$ cat config.mk
export PLATFORM = sky130hd
export DESIGN_NAME = inst_fetch_queue_flat
export DESIGN_NICKNAME = d
export VERILOG_FILES = /design/src/rtl/inst_fetch_queue_if.sv /design/src/rtl/inst_fetch_queue.sv /design/src/flat_wrapper.sv
export SDC_FILE = /design/constraint.sdc
export NUM_CORES = 1
export LEC_CHECK = 0
export BUFFER_PORTS_ARGS = -buffer_cell sky130_fd_sc_hd__buf_2
export CORE_MARGIN = 5
export CORE_UTILIZATION = 45
export CTS_BUF_LIST = sky130_fd_sc_hd__clkbuf_4
export DETAILED_ROUTE_END_ITERATION = 6
export PLACE_DENSITY_LB_ADDON = 0.08
export REMOVE_ABC_BUFFERS = 1
export SETUP_SLACK_MARGIN = 0.2
export SYNTH_ARGS = -nofsm -noshare
export SYNTH_HDL_FRONTEND = slang
export SYNTH_SLANG_ARGS = --single-unit
export TNS_END_PERCENT = 30
$ cat constraint.sdc
create_clock -name CLK -period 2.55 [get_ports CLK]
set_input_delay 0.3825 -clock CLK [delete_from_list [all_inputs] [get_ports CLK]]
set_output_delay 0.3825 -clock CLK [all_outputs]
set_load 0.01 [all_outputs]
$ cat src/rtl/inst_fetch_queue_if.sv
// ---------------------------------------------------------------------------
// inst_fetch_queue_if
//   Bundles the fetch queue's bus signals: the instruction ROM port, the
//   redirect request, the decode-side valid/ready handshake and the halt flag.
//   Ports (signals):
//     IMEM_ADDR   fetch address to the instruction ROM
//     IMEM_INST   combinational ROM data for IMEM_ADDR
//     REDIR_VALID single-cycle redirect request
//     REDIR_PC    redirect target (low two bits ignored)
//     OUT_VALID   queue head holds a valid entry
//     OUT_READY   consumer accepts the head this cycle
//     OUT_INST    head instruction (0 when not valid)
//     OUT_PC      head PC (0 when not valid)
//     HALTED      fetch stopped after EBREAK
//   Modports: slave = the fetch queue itself, master = its environment.
// ---------------------------------------------------------------------------
interface inst_fetch_queue_if;
  logic [31:0] IMEM_ADDR;
  logic [31:0] IMEM_INST;
  logic        REDIR_VALID;
  logic [31:0] REDIR_PC;
  logic        OUT_VALID;
  logic        OUT_READY;
  logic [31:0] OUT_INST;
  logic [31:0] OUT_PC;
  logic        HALTED;

  modport slave (
    output IMEM_ADDR,
    input  IMEM_INST,
    input  REDIR_VALID,
    input  REDIR_PC,
    output OUT_VALID,
    input  OUT_READY,
    output OUT_INST,
    output OUT_PC,
    output HALTED
  );

  modport master (
    input  IMEM_ADDR,
    output IMEM_INST,
    output REDIR_VALID,
    output REDIR_PC,
    input  OUT_VALID,
    output OUT_READY,
    input  OUT_INST,
    input  OUT_PC,
    input  HALTED
  );
endinterface

$ cat src/rtl/inst_fetch_queue.sv
// ---------------------------------------------------------------------------
// inst_fetch_queue
//   Fetch stage ahead of a single-cycle datapath. Owns the PC, addresses a
//   combinational instruction ROM and buffers {PC, INST} pairs in a DEPTH-entry
//   FIFO that feeds decode through a valid/ready handshake. A redirect flushes
//   the FIFO and reloads the PC; fetching stops after an EBREAK is enqueued
//   until the next redirect or reset.
//   Parameters:
//     DEPTH    FIFO entries, power of two, >= 2
//     RESET_PC PC loaded at reset, word aligned
//   Ports:
//     CLK  clock, rising edge
//     RST  asynchronous active-low reset
//     bus  inst_fetch_queue_if.slave (ROM port, redirect, output handshake, HALTED)
// ---------------------------------------------------------------------------
module inst_fetch_queue #(
  parameter int          DEPTH    = 4,
  parameter logic [31:0] RESET_PC = 32'h0000_0000
) (
  input  logic                  CLK,
  input  logic                  RST,
  inst_fetch_queue_if.slave     bus
);

  localparam int PW = $clog2(DEPTH);
  localparam int CW = PW + 1;
  localparam logic [CW-1:0] FULL_C  = CW'(DEPTH);
  localparam logic [31:0]   EBREAK_C = 32'h0010_0073;

  typedef enum logic [0:0] {
    ST_RUN  = 1'b0,
    ST_HALT = 1'b1
  } state_t;

  state_t         state_r, state_s;
  logic [31:0]    pc_r, pc_s;
  logic [PW-1:0]  rd_ptr_r, rd_ptr_s;
  logic [PW-1:0]  wr_ptr_r, wr_ptr_s;
  logic [CW-1:0]  count_r, count_s;
  logic [31:0]    mem_pc_r   [DEPTH];
  logic [31:0]    mem_inst_r [DEPTH];

  logic           out_valid_s;
  logic           handshake_s;
  logic           pop_s;
  logic           push_s;
  logic [31:0]    redir_pc_s;

  assign out_valid_s = (count_r != {CW{1'b0}});
  assign handshake_s = out_valid_s & bus.OUT_READY;
  // A redirect discards any concurrent pop along with the rest of the FIFO.
  assign pop_s       = handshake_s & ~bus.REDIR_VALID;
  // A full FIFO still accepts a push when the head leaves on the same edge.
  assign push_s      = (state_r == ST_RUN) & ~bus.REDIR_VALID &
                       ((count_r < FULL_C) | handshake_s);
  assign redir_pc_s  = bus.REDIR_PC & ~32'h0000_0003;

  // Next-state logic for the run/halt FSM.
  always_comb begin
    state_s = state_r;
    if (bus.REDIR_VALID) begin
      state_s = ST_RUN;
    end else if (push_s && (bus.IMEM_INST == EBREAK_C)) begin
      state_s = ST_HALT;
    end else begin
      state_s = state_r;
    end
  end

  // Next PC: redirect target, sequential increment on push, otherwise hold.
  always_comb begin
    pc_s = pc_r;
    if (bus.REDIR_VALID) begin
      pc_s = redir_pc_s;
    end else if (push_s) begin
      pc_s = pc_r + 32'd4;
    end else begin
      pc_s = pc_r;
    end
  end

  // Next FIFO pointers and occupancy; a redirect flushes everything.
  always_comb begin
    rd_ptr_s = rd_ptr_r;
    wr_ptr_s = wr_ptr_r;
    count_s  = count_r;
    if (bus.REDIR_VALID) begin
      rd_ptr_s = {PW{1'b0}};
      wr_ptr_s = {PW{1'b0}};
      count_s  = {CW{1'b0}};
    end else begin
      if (push_s) begin
        wr_ptr_s = wr_ptr_r + PW'(1);
      end else begin
        wr_ptr_s = wr_ptr_r;
      end
      if (pop_s) begin
        rd_ptr_s = rd_ptr_r + PW'(1);
      end else begin
        rd_ptr_s = rd_ptr_r;
      end
      case ({push_s, pop_s})
        2'b10:   count_s = count_r + CW'(1);
        2'b01:   count_s = count_r - CW'(1);
        default: count_s = count_r;
      endcase
    end
  end

  // Control state registers.
  always_ff @(posedge CLK or negedge RST) begin
    if (!RST) begin
      state_r  <= ST_RUN;
      pc_r     <= RESET_PC;
      rd_ptr_r <= {PW{1'b0}};
      wr_ptr_r <= {PW{1'b0}};
      count_r  <= {CW{1'b0}};
    end else begin
      state_r  <= state_s;
      pc_r     <= pc_s;
      rd_ptr_r <= rd_ptr_s;
      wr_ptr_r <= wr_ptr_s;
      count_r  <= count_s;
    end
  end

  // FIFO storage; cleared on reset so no stale data is ever observable.
  always_ff @(posedge CLK or negedge RST) begin
    if (!RST) begin
      for (int i = 0; i < DEPTH; i++) begin
        mem_pc_r[i]   <= 32'h0000_0000;
        mem_inst_r[i] <= 32'h0000_0000;
      end
    end else if (push_s) begin
      mem_pc_r[wr_ptr_r]   <= pc_r;
      mem_inst_r[wr_ptr_r] <= bus.IMEM_INST;
    end
  end

  assign bus.IMEM_ADDR = pc_r;
  assign bus.OUT_VALID = out_valid_s;
  assign bus.OUT_PC    = out_valid_s ? mem_pc_r[rd_ptr_r]   : 32'h0000_0000;
  assign bus.OUT_INST  = out_valid_s ? mem_inst_r[rd_ptr_r] : 32'h0000_0000;
  assign bus.HALTED    = (state_r == ST_HALT);

endmodule

$ cat src/flat_wrapper.sv
// flat-port wrapper written by rule: the top's interface ports become plain ports
module inst_fetch_queue_flat 
#(
  parameter int          DEPTH    = 4,
  parameter logic [31:0] RESET_PC = 32'h0000_0000
)
  (CLK, RST, bus_IMEM_ADDR, bus_IMEM_INST, bus_REDIR_VALID, bus_REDIR_PC, bus_OUT_VALID, bus_OUT_READY, bus_OUT_INST, bus_OUT_PC, bus_HALTED);
  inst_fetch_queue_if bus_i ();
  input  logic CLK;
  input  logic RST;
  output wire logic [$bits(bus_i.IMEM_ADDR)-1:0] bus_IMEM_ADDR;
  input wire logic [$bits(bus_i.IMEM_INST)-1:0] bus_IMEM_INST;
  input wire logic [$bits(bus_i.REDIR_VALID)-1:0] bus_REDIR_VALID;
  input wire logic [$bits(bus_i.REDIR_PC)-1:0] bus_REDIR_PC;
  output wire logic [$bits(bus_i.OUT_VALID)-1:0] bus_OUT_VALID;
  input wire logic [$bits(bus_i.OUT_READY)-1:0] bus_OUT_READY;
  output wire logic [$bits(bus_i.OUT_INST)-1:0] bus_OUT_INST;
  output wire logic [$bits(bus_i.OUT_PC)-1:0] bus_OUT_PC;
  output wire logic [$bits(bus_i.HALTED)-1:0] bus_HALTED;
  assign bus_IMEM_ADDR = bus_i.IMEM_ADDR;
  assign bus_i.IMEM_INST = bus_IMEM_INST;
  assign bus_i.REDIR_VALID = bus_REDIR_VALID;
  assign bus_i.REDIR_PC = bus_REDIR_PC;
  assign bus_OUT_VALID = bus_i.OUT_VALID;
  assign bus_i.OUT_READY = bus_OUT_READY;
  assign bus_OUT_INST = bus_i.OUT_INST;
  assign bus_OUT_PC = bus_i.OUT_PC;
  assign bus_HALTED = bus_i.HALTED;
  inst_fetch_queue #(.DEPTH(DEPTH), .RESET_PC(RESET_PC)) u_core (.CLK(CLK), .RST(RST), .bus(bus_i));
endmodule
### Yosys cells after proc, flatten, opt, wreduce, memory -nomap -nowiden

Cells that the tools add are included.

| word-level totals | value |
|---|---|
| register bits | 296 |
| latch bits | 0 |
| RAM bits | 0 |
| bits in read-only memories | 0 |
| input bits | 68 |
| logic and storage cells | 63 |
| memories kept | 0 |

| cells by class | value |
|---|---|
| add/subtract/negate cells | 5 |
| multipliers | 0 |
| divide/modulo/power cells | 0 |
| order comparisons | 4 |
| equal/unequal tests | 3 |
| shift-type cells | 0 |
| mux-type cells | 22 |
| bitwise logic cells | 9 |
| reduce and logical (&&, ||, !) cells | 7 |

Operators with widths:

| kind | count |
|---|---|
| 2-to-1 mux 32 bit | 9 |
| bitwise mux 128 bit | 2 |
| binary-select mux 32 bit (select 2 bit) | 2 |
| demux 32 bit (select 2 bit) | 1 |
| adder 32 x 3 -> 32 bit (second input constant) | 1 |
| == test 32 x 21 -> 1 bit (second input constant) | 1 |
| 2-to-1 mux 2 bit | 4 |
| greater-or-equal comparator 3 bit (second input constant) | 2 |
| NOT 2 -> 3 bit | 2 |
| case mux 3 bit (2 select lines) | 1 |
| nonzero test 2 bit | 3 |
| nonzero test 3 bit | 2 |
| adder 2 x 1 -> 2 bit (second input constant) | 2 |
| AND 1 bit | 4 |
| adder 3 x 1 -> 3 bit (second input constant) | 1 |
| < comparator 3 x 1 -> 1 bit (second input constant) | 1 |
| < comparator 3 bit (second input constant) | 1 |
| 2-to-1 mux 3 bit | 1 |
| subtractor 3 x 1 -> 3 bit (second input constant) | 1 |
| == test 2 x 1 -> 1 bit (second input constant) | 1 |
| == test 2 bit (second input constant) | 1 |
| logical AND 1 bit | 2 |
| 2-to-1 mux 1 bit | 2 |
| NOT 1 bit | 2 |
| OR 1 bit | 1 |

### Longest topological paths before layout

Gate-level depths: netlist (run 1).

| logic depth | value |
|---|---|
| word-level depth | 7 |
| depth in mapped cells | 8 |

### Worst setup path after synthesis (run 1)

Ideal clock, no wire load.

| path | value |
|---|---|
| path type | input -> register |
| start point | in bus_REDIR_VALID |
| end point | reg u_core.count_r[2] |
| library setup time | 0.088 ns |
| arrival | 2.425 ns |
| data required time | 2.462 ns |
| setup slack | 0.036 ns |
| stages | 7 |
| buffers on the path | 3 |
| cells stage by stage | clkbuf_1 > buf_1 > buf_1 > nor3_1 > fa_1 > or4_1 > a41oi_1 |

| on the way | value |
|---|---|
| cells in the longest elaborated chain, start to end | 6 |
| elaborated cells between the ends (all ways) | 9 |
| classes of those cells | 2 x eq/ne; 2 x mux; 4 x bitwise; 1 x reduce/logical |

Ends and longest elaborated chain:

| item | RTL line | source |
|---|---|---|
| start: declaration | flat_wrapper.sv:13 | `input wire logic [$bits(bus_i.REDIR_VALID)-1:0] bus_REDIR_VALID;` |
| NOT 1 bit | inst_fetch_queue.sv:52, inst_fetch_queue.sv:54 |  |
| AND 1 bit (2 in series) | inst_fetch_queue.sv:54 | `assign push_s = (state_r == ST_RUN) & ~bus.REDIR_VALID &` |
| == test 2 x 1 -> 1 bit or == test 2 bit (tied branches) | inst_fetch_queue.sv:102 | `case ({push_s, pop_s})` |
| case mux 3 bit (2 select lines) | inst_fetch_queue.sv:102 |  |
| 2-to-1 mux 3 bit | inst_fetch_queue.sv:87 | `if (bus.REDIR_VALID) begin` |
| end signal: assignment | inst_fetch_queue.sv:117 | `count_r <= {CW{1'b0}};` |
| end signal: assignment | inst_fetch_queue.sv:123 | `count_r <= count_s;` |
| end: declaration | inst_fetch_queue.sv:39 | `logic [CW-1:0] count_r, count_s;` |

Parallel ways exist; a longest one is shown, timed or not.
A chain may end at the register's enable or synchronous reset.

### Final worst setup path (run 1)

| path | value |
|---|---|
| start point | reg u_core.rd_ptr_r[0] |
| end point | out bus_OUT_PC[15] |

| on the way | value |
|---|---|
| cells in the longest elaborated chain, start to end | 5 |

Ends and longest elaborated chain:

| item | RTL line | source |
|---|---|---|
| start: declaration | inst_fetch_queue.sv:37 | `logic [PW-1:0] rd_ptr_r, rd_ptr_s;` |
| start signal: assignment | inst_fetch_queue.sv:115 | `rd_ptr_r <= {PW{1'b0}};` |
| start signal: assignment | inst_fetch_queue.sv:121 | `rd_ptr_r <= rd_ptr_s;` |
| NOT 2 -> 3 bit (implied by the code) | inst_fetch_queue.sv:142 | `assign bus.OUT_PC = out_valid_s ? mem_pc_r[rd_ptr_r] : 32'h0000_0000;` |
| binary-select mux 32 bit (select 2 bit) | inst_fetch_queue.sv:142 |  |
| 2-to-1 mux 32 bit (implied by the code) (2 in series) | inst_fetch_queue.sv:142 |  |
| 2-to-1 mux 32 bit | inst_fetch_queue.sv:142 |  |
| end: declaration | flat_wrapper.sv:18 | `output wire logic [$bits(bus_i.OUT_PC)-1:0] bus_OUT_PC;` |

No other way between the ends. The select of a mux whose other input is x is not followed.

==> results of run 1 <==
how the worst min path moves through the flow:
stage | start | to | slack (ns) | cells past startpoint
finish | bus_OUT_READY | u_core.count_r[2] | 0.09 | 3
global route | bus_OUT_READY | u_core.count_r[2] | 0.07 | 3
CTS | bus_OUT_READY | u_core.count_r[2] | 0.02 | 3
detailed placement | RST | u_core.mem_pc_r[35] | 0.42 | 1
global placement | RST | u_core.mem_pc_r[35] | 0.42 | 1
floorplan | RST | u_core.bus.HALTED | 0.09 | 0
per-layer routing:
layer | global-route usage [%] | wire length [um]
met5 | 0 | 0
met2 | 33.6 | 17300
met3 | 4.16 | 1690
met1 | 27.8 | 15800
met4 | 7.99 | 1140
metrics by stage:
step,instance area (um2),instances,hold WS [ns]
2_1_floorplan,13300,906,0.0869
3_3_place_gp,15200,1508,0.418
3_5_place_dp,15200,1508,0.417
4_1_cts,17100,1713,0.0158
5_1_grt,17500,1727,0.0695
6_report,17500,1727,0.0861
cell type report:
| class | count | share of cell area [%] |
|---|---|---|
| antenna | 2 | 0.0285 |
| clock buffer | 123 | 5.26 |
| clock inverter | 19 | 0.599 |
| inverter | 7 | 0.150 |
| multi-input combinational | 613 | 35.5 |
| sequential | 286 | 40.8 |
| tap | 396 | 2.82 |
| timing repair buffer | 281 | 14.8 |
cell usage in the layout (no fill, tap or decap), drive strengths merged, types with 3 or more instances in the layout:
| cell type | synthesis | routed |
|---|---|---|
| nand3 | 22 | 22 |
| clkbuf | 18 | 130 |
| xor2 | 3 | 3 |
| a21oi | 7 | 7 |
| o31ai | 8 | 8 |
| and4 | 3 | 3 |
| buf | 60 | 212 |
| nand4b | 3 | 3 |
| or4 | 13 | 13 |
| xnor2 | 8 | 8 |
| and2 | 67 | 67 |
| mux2 | 248 | 248 |
| nor2 | 24 | 24 |
| o21ai | 16 | 16 |
| dlygate4sd3 | 0 | 62 |
| nor2b | 3 | 3 |
| nand4 | 14 | 14 |
| or3 | 4 | 4 |
| nand2 | 31 | 31 |
| clkinv | 1 | 15 |
| mux4 | 62 | 62 |
| conb | 1 | 4 |
| dfrtp | 286 | 286 |
| ha | 5 | 5 |
| nor4 | 13 | 13 |
| a31oi | 9 | 9 |
| nor3 | 8 | 8 |
| inv | 6 | 8 |
| and3 | 7 | 7 |
| nor4b | 5 | 5 |
cell families after synthesis:
family          count (synthesis)
mux                           311
flops                         286
simple gates                  225
buf+inv                        86
compound gates                 56
xor+xnor                       11
fa+ha+maj                       6
other cells                     1
worst min-delay path, cell delays in order:
cell	delay, ns
buf_2	0.12
or2_2	0.11
a41oi_1	0.09
power groups by stage:
| stage | Clock (W) | Combinational [W] | Sequential, W |
|---|---|---|---|
| after floorplan | 0 | 0.00490 | 0.00762 |
| after global placement | 0 | 0.00729 | 0.00768 |
| after detailed placement | 0 | 0.00739 | 0.00774 |
| after CTS | 0.00438 | 0.00829 | 0.00767 |
| after global routing | 0.00463 | 0.00977 | 0.00792 |
| final | 0.00421 | 0.00904 | 0.00768 |
state kept, by name, indices dropped and copies added (netlist names):
signal / flops
u_core.bus.IMEM_ADDR: 30
u_core.wr_ptr_r: 2
u_core.mem_inst_r: 128
u_core.count_r: 3
u_core.rd_ptr_r: 2
u_core.bus.HALTED: 1
u_core.mem_pc_r: 120
what timing repair did:
| action | in CTS | in global routing |
|---|---|---|
| endpoints found under the setup margin | 63 | 63 |
| buffers inserted | 0 | 2 |
| hold buffers | 62 | 0 |
| pin swaps | 28 | 13 |
| gates cloned | 1 | 10 |
| endpoints found under the hold margin | 222 | 0 |
| resized for setup | 56 | 37 |
==> results.md, run 1 <==
* Max FO, Critical Path at 6
* Synth Cell Area at 13900 um2
* Avg Inst Size Synth at 14.1 um2
* Post-synthesis mux area share at 30.2%
* Max_cap viols at 0
* Crit path largest cell delay at 0.52 ns
* First-pass GRT wire length at around 56000 um
* Final clock skew at 0.0333 ns
* Initial antenna violation count at 3
* Final setup fails at 62
* XOR/XNOR share of the synthesized area at less than 1%
* Power density over the cells at 1190 nW/um2
* Final hold viol count at 0
* VDD IR max at between 0.0006 and 0.0007 V
* Slowest stage cell, crit path: mux4_2
* Setup TNS at -2.64 ns
* Worst skew pair latency at about 0.68 ns
* FILL cells at 2558
* DR iter-0 viols at 407
* Std-Cell Rows at 64
* Fin crit period at between 2 and 3 ns
* CP startpoint kind: register
* Most common cell in the synthesized netlist: dfrtp_1
* Fraction of registers with async set/reset at 100%
* Bufs and invs on worst path at 3
* CTS H-tree lvls at 3
* Internal power at about 0.015 W
* Pre-CTS WS at approximately 0.29 ns
* CTS root buf: clkbuf_4
* Post-synth top flop: dfrtp_1
* Top Ports at 166
* Share of layout cells above drive strength 1 at 53.9%
* CP delay by family, top: multiplexers
* Register bit count reported by yosys at 286
* RSZ-0062 raised after global routing: yes
* Nets@finish at approximately 1.3k
* Post-Synth Simple-Gate Area at under 10%
* Fmax achieved at 381 MHz
* Final total power at between 0.02 and 0.025 W
* Post-synthesis sequential area ratio at 51.5%
* Worst Path Required at 2.17 ns
* Worst path depth at 5
* Main combinational cell family by area after synthesis: multiplexers
* NetSw at ~0.0064 W
* FF/Latch Area at between 7000 and 8000 um2
* Post-Synth Adder-Cell Area at 0.595%
* Area Growth Syn to Fin at 26.4%
* Crit Path Class: reg -> out
* Setup crit end: bus_OUT_PC[15]
* Final Slew Violations at 0
* Overflow after GRT at 0
* Initial Util at 45.5%
* CTS max path bufs at 3
* Buffers on Ports at 159
* Worst hold path type: in -> reg
* Clock slew at reported path FFs at 0.07 ns
* Multi-input logic area at roughly 6200 um2
* Die area at roughly 34000 um2
* Detailed-router iteration count before antenna repair at 4
* Vias in the first global route at 10.2k
* Dominant cells by area after synthesis: dfrtp_1 52%, mux2_2 20%, mux4_2 10%, and2_1 3.0%, buf_6 2.3%
* Overall routed net length at 35900 um
* Synth Area in Compound Gates at 2.68%
* Slew headroom at 57.6%
* ANT nets after route at 0
* WP data arrival at 2.24 ns
* Outcome: finished, violations left
* Fin crit share at 103%
* Crit. End Element: primary output
* Post-layout util at 57.5%
* Routed wire per std cell at 20.8 um
* Synth warn at 0
* Crit path launch: u_core.rd_ptr_r[0]
* Top-area cell type share of the netlist area at 51.5%
* Placer congestion estimate at 0.792
* Largest net degree at the start of global routing at 74
* Sw frac at 30.7%
* Worst-path cell chain: clkbuf_16 > clkbuf_16 > mux4_2 > and2_4 > buf_6
* Via density at 5.44
* Worst R2R Start: u_core.count_r[2]
* EDFF count, synth at 0
* Num CTS Buffers at 80
* Sequential share of power at 36.7%
* Yosys cell types at between 50 and 60
* Drc violations at 0
* Clock network fraction of design power at 20.1%
* Failing checks: setup timing
* Vias at 9388
* CTS tree: yes
* Register-to-Register Setup Slack at 0.30 ns
* Slew @ Worst Pin at about 0.64 ns
* Worst setup margin at -0.0735 ns
* Clock Sinks at 286
* DPL Wire Length at between 20000 and 25000 um
* Leading area contributor after synthesis: dfrtp_1
* Most frequent cells after synthesis: 286 x dfrtp_1, 248 x mux2_2, 66 x and2_1
* Combinational power share at between 40% and 50%
* Most used cell, CP: clkbuf_16
* Die Wd at 186 um
* R2R depth at 6
* Pleak at 7.51 nW
* Core area at 30500 um2
* Synth Instances at 982
* Worst R2R End: u_core.count_r[2]
* Gr usage total at about a fifth
* Chip height at 186 um
No activity file was read; power rests on OpenSTA's default activity.
==> inputs of run 2 (changes only) <==
CORE_UTILIZATION = 50   (was 45)
==> run 2 against run 1 <==
Compared with the run above: the flow still finishes with violations (setup timing); register-to-register slack improved by 0.10 ns; power fell by 3.4%; global-route usage rose by 1.3 points; first-iteration DRC count is 9.8% lower; final cell count decreased by 2.8%; largest power group unchanged; setup slack about the same; hold slack got worse by 0.017 ns; critical path type unchanged; sequential power is essentially flat; critical endpoint is now bus_OUT_INST[8]; routed wire length shrank 6.3%.
==> results.md, run 2 (synthesized netlist as in run 1, its figures left out) <==
* Power density over the cells at 1180 nW/um2
* Std-Cell Rows at 61
* CTS H-tree lvls at 3
* Biggest register: u_core.mem_inst_r
* Commonest non-fill, non-tap cells in the layout: 283 x dfrtp_1, 248 x mux2_2, 120 x buf_2
* Largest net degree at the start of global routing at 61
* Most common cell after layout, fill and taps aside: dfrtp_1
* Final Slew Violations at 0
* Max_cap viols at 0
* Register-to-Register Setup Slack at 0.40 ns
* Crit path largest cell delay at 0.51 ns
* VDD IR max at 0.000605 V
* DR iter-0 viols at 367
* Fmax achieved at 381 MHz
* RSZ-0062 raised after global routing: yes
* Failing checks: setup timing
* Chip height at between 150 and 200 um
* Routed wire per std cell at between 20 and 25 um
* Initial antenna violation count at 2
* Die Wd at ~180 um
* Vias in the first global route at 9866
* Slew headroom at 66.4%
* Setup crit end: bus_OUT_INST[8]
* Setup TNS at -1.27 ns
* Clock slew at reported path FFs at 0.06 ns
* Worst skew pair latency at 0.67 ns
* Clock Sinks at ~290
* Slowest stage cell, crit path: mux4_2
* Final hold viol count at 0
* CTS root buf: clkbuf_4
* Max reg flops at 128
* Overall routed net length at 33600 um
* Crit. End Element: primary output
* Core area at 27600 um2
* Nets@finish at 1322
* Crit path launch: u_core.rd_ptr_r[0]
* Fin crit share at 103%
* Die area at 31200 um2
* Cells after DPL at 1479
* Area Growth Syn to Fin at 23.2%
* ANT nets after route at 0
* DPL Wire Length at just over 20000 um
* CTS max path bufs at 3
* Initial Util at 50.3%
* Max FO, Critical Path at 11
* Overflow after GRT at 0
* Worst setup margin at -0.0731 ns
* WP data arrival at 2.24 ns
* Worst hold path type: in -> reg
* Final clock skew at 0.0332 ns
* Detailed-router iteration count before antenna repair at 4
* Top Ports at 166
* Slew @ Worst Pin at between 0.5 and 0.6 ns
* Drc violations at 0
* Gr usage total at 22.0%
* FILL cells at 2222
* CP startpoint kind: register
* Worst R2R Start: u_core.count_r[2]
* Worst R2R End: u_core.count_r[2]
* Buffers on Ports at about 160
* CTS tree: yes
* Pleak at 7.30 nW
* Crit Path Class: reg -> out
* Final setup fails at 45
* Pre-CTS WS at 0.360 ns
* Final Non-Filler Cells at 1679
* First-pass GRT wire length at 54200 um
* Final total power at 0.0202 W
* Post-layout util at 61.9%
* Fin crit period at 2.62 ns
* Num CTS Buffers at 79
* R2R depth at 6
* Via density at 5.52
* Worst-path cell chain: buf_12 > clkbuf_16 > mux4_2 > and2_4 > buf_6
* Outcome: finished, violations left
* Placer congestion estimate at 0.802
* Worst Path Required at 2.17 ns
* Share of layout cells above drive strength 1 at 52.7%
* Vias at 9267
==> run 2: changes by cell type in the layout (fill, tap and decap cells not counted), sizes merged <==
| cell | change |
|---|---|
| inv | -1 |
| clkinv | -3 |
| bufinv | +1 |
| clkbuf | -12 |
| buf | -15 |
==> run 2: worst min path at each step <==
stage                     start                        to  slack, ns  cells past startpoint
5_1_grt        bus_REDIR_PC[22]  u_core.bus.IMEM_ADDR[22]       0.05                      3
4_1_cts        bus_REDIR_PC[22]  u_core.bus.IMEM_ADDR[22]       0.01                      3
3_3_place_gp                RST      u_core.mem_pc_r[118]       0.36                      1
3_5_place_dp                RST      u_core.mem_pc_r[118]       0.36                      1
6_report       bus_REDIR_PC[22]  u_core.bus.IMEM_ADDR[22]       0.07                      3
2_1_floorplan               RST         u_core.bus.HALTED       0.09                      0
==> run 2: per-layer routing <==
metal  GRT usage [%]  part of all wire [%]
met1            30.0                    45
met2            35.3                    48
met3            4.46                   4.5
met4            7.90                   2.5
met5               0                     0
==> run 2: metrics by stage <==
step / instance area [um2] / hold WS [ns]
5_1_grt: 17100 / 0.0497
3_5_place_dp: 15100 / 0.362
3_3_place_gp: 15100 / 0.358
2_1_floorplan: 13300 / 0.0869
6_report: 17100 / 0.0691
4_1_cts: 16900 / 0.0146
==> run 2: where the power goes <==
part           leakage, nW  total [W]  internal [W]  switching [W]
Sequential            3.41    0.00769       0.00659        0.00110
Clock                0.584    0.00413       0.00227        0.00186
Combinational         3.31    0.00839       0.00523        0.00316
==> run 2: critical path: cells and delay by family, from the launching register on <==
| family | cells | cell delay (ns) |
|---|---|---|
| simple gates | 1 | 0.18 |
| mux | 1 | 0.51 |
| flops | 1 | 0.48 |
| buf+inv | 3 | 0.41 |
==> run 2: final cells by class <==
class | count | area [um2] | area share, %
multi-input combinational | 613 | 6230 | 36.4
clock buffer | 116 | 871 | 5.09
sequential | 286 | 7160 | 41.9
tap | 378 | 473 | 2.76
antenna | 2 | 5.00 | 0.0292
clock inverter | 16 | 120 | 0.702
inverter | 7 | 26.3 | 0.154
timing repair buffer | 261 | 2230 | 13.0
==> run 2: timing repair <==
action | CTS | global route
buffers inserted | 0 | 2
hold buffers | 62 | 0
hold endpoints to repair | 213 | 0
gates resized for setup | 50 | 30
setup endpoints to repair | 63 | 63
gates cloned | 0 | 2
pin swaps | 6 | 1
